<file path="src/rtl/pal_pkg.sv">
// Shared types and line-number tables for the PAL test-frame generator.
package pal_pkg;

    localparam logic [9:0] VC_LAST_I  = 10'd624;
    localparam logic [9:0] VC_LAST_P  = 10'd311;
    localparam logic [9:0] VC_FIELD2  = 10'd313;
    localparam logic [9:0] LN_PROG_EQ = 10'd309;

    typedef enum logic [2:0] {
        BROAD_BROAD,
        BROAD_EQ,
        EQ_BROAD,
        EQ_EQ,
        VISIBLE
    } sync_t;

    typedef enum logic [1:0] {
        PAT_BARS,
        PAT_RAMP,
        PAT_HATCH,
        PAT_WHITE
    } pat_t;

    // {r,g,b} on/off per bar: white, yellow, cyan, green, magenta, red, blue, black
    localparam logic [0:7][2:0] BAR_RGB = {3'b111, 3'b110, 3'b011, 3'b010,
                                           3'b101, 3'b100, 3'b001, 3'b000};

    function automatic sync_t sync_class(input logic [9:0] vc, input logic prog);
        sync_t c;
        c = VISIBLE;
        case (vc)
            10'd0, 10'd1, 10'd313, 10'd314:                  c = BROAD_BROAD;
            10'd2:                                           c = BROAD_EQ;
            10'd312:                                         c = EQ_BROAD;
            10'd3, 10'd4, 10'd310, 10'd311, 10'd315, 10'd316,
            10'd622, 10'd623, 10'd624:                       c = EQ_EQ;
            LN_PROG_EQ:                                      c = prog ? EQ_EQ : VISIBLE;
            default:                                         c = VISIBLE;
        endcase
        return c;
    endfunction

endpackage

</file>
<file path="src/rtl/pal_pattern_gen.sv">
// Combinational next-pixel generator; the top registers its outputs.
module pal_pattern_gen
    import pal_pkg::*;
#(
    parameter int CBITS = 3,
    parameter int BW    = 7
) (
    input  pat_t             pat_q,
    input  logic [2:0]       bar,
    input  logic [BW-1:0]    barsub,
    input  logic [3:0]       vc_lo,
    input  logic             videoen_next,
    output logic [CBITS-1:0] r_next,
    output logic [CBITS-1:0] g_next,
    output logic [CBITS-1:0] b_next
);

    logic [CBITS-1:0] grey;
    logic [CBITS-1:0] ones;

    assign ones = '1;

    // Low bits replicate bar[0] so bar 7 reaches full scale.
    if (CBITS > 3) begin : g_ext
        assign grey = {bar, {(CBITS-3){bar[0]}}};
    end else begin : g_min
        assign grey = bar;
    end

    always_comb begin
        r_next = '0;
        g_next = '0;
        b_next = '0;
        if (videoen_next) begin
            case (pat_q)
                PAT_BARS: begin
                    r_next = {CBITS{BAR_RGB[bar][2]}};
                    g_next = {CBITS{BAR_RGB[bar][1]}};
                    b_next = {CBITS{BAR_RGB[bar][0]}};
                end
                PAT_RAMP: begin
                    r_next = grey;
                    g_next = grey;
                    b_next = grey;
                end
                PAT_HATCH: begin
                    if (barsub == '0 || vc_lo == 4'd0) begin
                        r_next = ones;
                        g_next = ones;
                        b_next = ones;
                    end
                end
                PAT_WHITE: begin
                    r_next = ones;
                    g_next = ones;
                    b_next = ones;
                end
                default: ;
            endcase
        end
    end

endmodule

</file>
<file path="src/rtl/pal_frame_gen.sv">
// PAL test-frame generator: line/frame counters, CSYNC with broad/equalising
// pulses and a selectable RGB test pattern, all outputs registered.
module pal_frame_gen
    import pal_pkg::*;
#(
    parameter int CBITS      = 3,
    parameter int LINE_CLKS  = 640,
    parameter int HALF_CLKS  = 320,
    parameter int HSYNC_CLKS = 40,
    parameter int EQ_CLKS    = 20,
    parameter int BROAD_CLKS = 300,
    parameter int ACT_START  = 120,
    parameter int BAR_CLKS   = 65
) (
    input  logic             clk,
    input  logic             rst_n,
    input  logic             mode,
    input  logic [1:0]       pattern,
    output logic [CBITS-1:0] r,
    output logic [CBITS-1:0] g,
    output logic [CBITS-1:0] b,
    output logic             csync,
    output logic             videoen,
    output logic             field,
    output logic             frame_start
);

    localparam int HW = $clog2(LINE_CLKS);
    localparam int BW = (BAR_CLKS > 1) ? $clog2(BAR_CLKS) : 1;

    localparam logic [HW-1:0] H_LAST  = HW'(LINE_CLKS - 1);
    localparam logic [HW-1:0] H_HALF  = HW'(HALF_CLKS);
    localparam logic [HW-1:0] H_SYNC  = HW'(HSYNC_CLKS);
    localparam logic [HW-1:0] H_EQ    = HW'(EQ_CLKS);
    localparam logic [HW-1:0] H_BROAD = HW'(BROAD_CLKS);
    localparam logic [HW-1:0] H_ACT   = HW'(ACT_START);
    localparam logic [BW-1:0] B_LAST  = BW'(BAR_CLKS - 1);

    logic [HW-1:0]    hc, hoff;
    logic [9:0]       vc;
    logic [2:0]       bar;
    logic [BW-1:0]    barsub;
    logic             mode_q;
    pat_t             pat_q;

    logic             hc_last, vc_last, first_half, use_broad;
    logic             csync_next, videoen_next;
    sync_t            cls;
    logic [CBITS-1:0] r_n, g_n, b_n;

    always_comb begin
        hc_last    = (hc == H_LAST);
        vc_last    = (vc == (mode_q ? VC_LAST_P : VC_LAST_I));
        first_half = (hc < H_HALF);
        hoff       = first_half ? hc : hc - H_HALF;
        cls        = sync_class(vc, mode_q);
        // Each half-line of a vertical-interval line carries either a broad or an equalising pulse.
        use_broad  = 1'b0;
        case (cls)
            BROAD_BROAD: use_broad = 1'b1;
            BROAD_EQ:    use_broad = first_half;
            EQ_BROAD:    use_broad = !first_half;
            default:     use_broad = 1'b0;
        endcase
        if (cls == VISIBLE)
            csync_next = (hc >= H_SYNC);
        else
            csync_next = (hoff >= (use_broad ? H_BROAD : H_EQ));
        videoen_next = (cls == VISIBLE) && (hc >= H_ACT);
    end

    always_ff @(posedge clk) begin
        if (!rst_n) begin
            hc     <= '0;
            vc     <= '0;
            bar    <= '0;
            barsub <= '0;
            mode_q <= 1'b0;
            pat_q  <= PAT_BARS;
        end else begin
            hc <= hc_last ? '0 : hc + HW'(1);
            if (hc_last) begin
                vc <= vc_last ? '0 : vc + 10'd1;
                if (vc_last) begin
                    mode_q <= mode;
                    pat_q  <= pat_t'(pattern);
                end
            end
            // Bar position tracked incrementally from the first active clock.
            if (hc_last) begin
                bar    <= '0;
                barsub <= '0;
            end else if (hc >= H_ACT) begin
                if (barsub == B_LAST) begin
                    barsub <= '0;
                    if (bar != 3'd7)
                        bar <= bar + 3'd1;
                end else begin
                    barsub <= barsub + BW'(1);
                end
            end
        end
    end

    pal_pattern_gen #(.CBITS(CBITS), .BW(BW)) u_pat (
        .pat_q        (pat_q),
        .bar          (bar),
        .barsub       (barsub),
        .vc_lo        (vc[3:0]),
        .videoen_next (videoen_next),
        .r_next       (r_n),
        .g_next       (g_n),
        .b_next       (b_n)
    );

    always_ff @(posedge clk) begin
        if (!rst_n) begin
            r           <= '0;
            g           <= '0;
            b           <= '0;
            csync       <= 1'b1;
            videoen     <= 1'b0;
            field       <= 1'b0;
            frame_start <= 1'b0;
        end else begin
            r           <= r_n;
            g           <= g_n;
            b           <= b_n;
            csync       <= csync_next;
            videoen     <= videoen_next;
            field       <= !mode_q && (vc >= VC_FIELD2);
            frame_start <= (hc == '0) && (vc == '0);
        end
    end

endmodule

</file>
<file path="config.mk">
export PLATFORM = sky130hd
export DESIGN_NAME = pal_frame_gen
export DESIGN_NICKNAME = d
export VERILOG_FILES = /design/src/rtl/pal_pkg.sv /design/src/rtl/pal_pattern_gen.sv /design/src/rtl/pal_frame_gen.sv
export SDC_FILE = /design/constraint.sdc
export NUM_CORES = 1
export LEC_CHECK = 0
export ABC_CLOCK_PERIOD_IN_PS = 7900
export CAP_MARGIN = 20
export CORE_MARGIN = 2
export CORE_UTILIZATION = 45
export CTS_CLUSTER_SIZE = 25
export DETAILED_ROUTE_END_ITERATION = 8
export GPL_TIMING_DRIVEN = 0
export SYNTH_ARGS = -nofsm -noshare
export SYNTH_HDL_FRONTEND = slang
export SYNTH_SLANG_ARGS = --single-unit
</file>
<file path="constraint.sdc">
create_clock -name clk -period 7.9 [get_ports clk]
set_input_delay 0.79 -clock clk [delete_from_list [all_inputs] [get_ports clk]]
set_output_delay 0.79 -clock clk [all_outputs]
set_load 0.005 [all_outputs]
</file>
==> results.sh <==
export IMPL_nFillCells=526
export IMPL_routed_wl_um=5330
export IMPL_first_pass_iters=4
export IMPL_slew_viol_final=0
export IMPL_grt_util_all_layers_pct=18.6
export IMPL_crit_path_max_fanout=10
export IMPL_synth_distinct_cells=48
export IMPL_synth_area_mm2=0.00256
export IMPL_busiest_layer="met2"
export IMPL_ys_ff_latch=46
export IMPL_postSynth_asyncResetShare_pct=0
export IMPL_startpoint_type="flip-flop"
export IMPL_fin_skew_ns=0.00739
export IMPL_antenna_found_initial=0
export IMPL_cp_slowest_stage_delay_ns=0.53
export IMPL_layout_min_cycle_time_ns=3.30
export IMPL_slowest_stage="dfxtp_1"
export IMPL_utilization_pct=53.8
export IMPL_use_met2_pct=28.2
export IMPL_synth_edf_count=0
export IMPL_port_buffers=17
export IMPL_grt_pass1_vias=2055
export IMPL_die_x_um=79.4
export IMPL_avgViaCountPerCell=5.39
export IMPL_drive_gt1_share_pct=3.89
export IMPL_num_vias=2188
export IMPL_avgSynthCellArea_um2=8.29
export IMPL_numCtsBuffers=5
export IMPL_relSlewSlack_pct=65.8
export IMPL_avgRoutedWirePerCell_um=13.1
export IMPL_initial_core_util_pct=46.5
export IMPL_hpwlAfterDp_um=3910
export IMPL_ctsLongestPathBuffers=2
export IMPL_power_per_cell_area_mw_per_mm2=156
export IMPL_syn_num_nets=333
export IMPL_cts_repair_resized=0
export IMPL_io_pins=18
export IMPL_p_seq_share_pct=50.8
export IMPL_worst_pin_slew_ns=0.511
export IMPL_crit_required_ns=8.08
export IMPL_die_h_um=79.4
export IMPL_gr_usage_met1_pct=25.8
export IMPL_finalInstanceArea_mm2=0.00296
export IMPL_clock_latency_ns=0.30
export IMPL_setup_violations=0
export IMPL_fp_row_count=27
export IMPL_cts_setup_buffers=0
export IMPL_status="finished, final reports clean"
export IMPL_preCtsSetupSlack_ns=4.63
export IMPL_ys_warn_count=0
export IMPL_placed_cell_area_mm2=0.00282
export IMPL_hold_depth=1
export IMPL_htree_levels=2
export IMPL_internal_power_uw=375
export IMPL_rsz0062_at_grt="no"
export IMPL_ir_drop_v=0.0000875
export IMPL_syn_to_final_growth_pct=15.7
export IMPL_crit_arrival_ns=3.48
export IMPL_cts_hold_buffers=0
export IMPL_yosysSeqAreaShare_pct=36.0
export IMPL_whs_ns=0.511
export IMPL_hold_viol_final=0
export IMPL_tritoncts="yes"
export IMPL_drt_initial_drc_count=201
export IMPL_p_clk_share_pct=46.3
export IMPL_grt_pass1_wl_um=9380
export IMPL_cts_sinks=46
export IMPL_overflow=0
export IMPL_gp_congestion=0.897
export IMPL_clk_pin_slew_worst_paths_ns=0.09
export IMPL_sw_frac_of_total_pct=19.1
export IMPL_core_area_mm2=0.00551
export IMPL_min_period_over_period_pct=41.7
export IMPL_ant_nets=0
export IMPL_cp_cell_sequence="ha_1, buf_1, o211ai_1, a2bb2oi_1, o22ai_1, nor2_1, o2111ai_1, ha_1, a21o_1, a21o_1, a221o_1, a21oi_1, a21oi_1"
export IMPL_final_nets=357
export IMPL_cts_root_buf="clkbuf_8"
export IMPL_p_leak_uw=0.00120
export IMPL_grt_max_degree=15
export IMPL_endpoint_kind="flip-flop"
export IMPL_fmaxAchievable_mhz=303
export IMPL_worstRegToRegCells=13
export IMPL_syn_instance_count=309
export IMPL_synth_ff_type="dfxtp_1"
export IMPL_die_area_mm2=0.00631
export IMPL_hold_class="flip-flop to flip-flop"
export IMPL_path_class="flip-flop to flip-flop"
export IMPL_fin_setup_tns_ns=0
export IMPL_final_setup_worst_slack_ns=4.60
export IMPL_p_switching_uw=88.4
export IMPL_power_frac_comb_pct=2.9
export IMPL_grtUsageMet3_pct=3.51
export IMPL_n_antenna_cell=0
export IMPL_drc=0
export IMPL_cap_violations=0
-- critical path: cells and delay by family, from the launching register on --
family / cells / cell delay [ns]
buf+inv: 1 / 0.34
compound gates: 9 / 1.70
simple gates: 1 / 0.08
fa+ha+maj: 2 / 0.51
flops: 1 / 0.53
-- power by group through the flow --
stage,combinational (µW),sequential [µW],clock (µW)
6_report,13.4,236,215
5_1_grt,15.3,236,230
4_1_cts,13.8,235,220
3_5_place_dp,13.6,241,0
3_3_place_gp,13.6,241,0
2_1_floorplan,7.43,241,0
-- final timing paths --
kind                                    startpoint                to  slack [ns]
worst min-delay path              hc[0]$_SDFF_PP0_  hc[0]$_SDFF_PP0_        0.51
worst max register to register  vc[0]$_SDFFE_PN0N_  csync$_SDFF_PN1_        4.60
worst min register to register    hc[0]$_SDFF_PP0_  hc[0]$_SDFF_PP0_        0.51
worst max-delay path            vc[0]$_SDFFE_PN0N_  csync$_SDFF_PN1_        4.60
-- Yosys cell counts (2+ instances only) --
| cell type | count | share of area, % |
|---|---|---|
| a21boi_0 | 7 | 2.1 |
| a21o_1 | 7 | 2.1 |
| a21oi_1 | 20 | 3.9 |
| and2_1 | 7 | 1.7 |
| and3_1 | 5 | 1.2 |
| and4_1 | 2 | 0.68 |
| and4b_1 | 2 | 0.78 |
| clkbuf_1 | 10 | 1.5 |
| dfxtp_1 | 46 | 36 |
| ha_1 | 19 | 9.3 |
| inv_1 | 14 | 2.1 |
| mux2i_1 | 3 | 1.2 |
| nand2_1 | 30 | 4.4 |
| nand2b_1 | 4 | 0.98 |
| nand3_1 | 9 | 1.8 |
| nand3b_1 | 4 | 1.2 |
| nand4_1 | 7 | 1.7 |
| nor2_1 | 31 | 4.5 |
| nor2b_1 | 5 | 1.2 |
| nor3_1 | 10 | 2.0 |
| nor4_1 | 3 | 0.73 |
| o2111ai_1 | 3 | 1.0 |
| o21a_1 | 7 | 2.1 |
| o21ai_0 | 11 | 2.1 |
| o22ai_1 | 2 | 0.49 |
| or3_1 | 6 | 1.5 |
| xnor2_1 | 6 | 2.1 |
| xor2_1 | 9 | 3.1 |
-- routing by layer --
metal / up-vias / wire length, µm
met1: 1019 / 2720
met4: 0 / 104
li1: 1134 / -
met5: - / 0
met2: 24 / 2380
met3: 11 / 125
-- metrics by stage --
stage	cells	power, µW
after floorplan	309	248
after detailed placement	398	254
after global placement	398	255
after global routing	406	481
after CTS	406	469
final	406	464
-- cell families (layout without fill, tap and decap cells) --
group,after synthesis,in the layout,synth area share (%)
simple gates,133,133,27.3
compound gates,66,66,16.9
flops,46,46,36.0
buf+inv,27,52,4.30
fa+ha+maj,19,19,9.28
xor+xnor,15,15,5.13
mux,3,3,1.17
-- layout make-up --
class / count / area [µm²] / share of cell area (%)
inverter: 14 / 52.6 / 1.77
buffer: 13 / 57.6 / 1.94
multi-input combinational: 236 / 1530 / 51.6
timing repair buffer: 17 / 170 / 5.74
sequential: 46 / 921 / 31.1
clock buffer: 6 / 82.6 / 2.79
clock inverter: 2 / 60.1 / 2.03
tap: 72 / 90.1 / 3.04
-- registers in the layout, indices dropped and copies added, names as in the netlist, 2 cells and up --
signal and count:
g 3, pat_q 2, r 3, barsub 7, b 3, bar 3
vc 10, hc 10
-- layout by cell type, fill, tap and decap left out, drive strengths merged, types with 2 or more instances in the layout --
cell and instances:
a21boi 7, a21o 7, a21oi 20, and2 7, and3 5, and4 2, and4b 2, buf 3
bufinv 2, clkbuf 16, clkdlybuf4s50 17, dfxtp 46, ha 19, inv 14, mux2i 3, nand2 31
nand2b 4, nand3 9, nand3b 4, nand4 7, nor2 31, nor2b 5, nor3 11, nor4 3
o2111ai 3, o21a 7, o21ai 11, o22ai 2, or3 6, xnor2 6, xor2 9
Power figures use the tool's default switching activity.
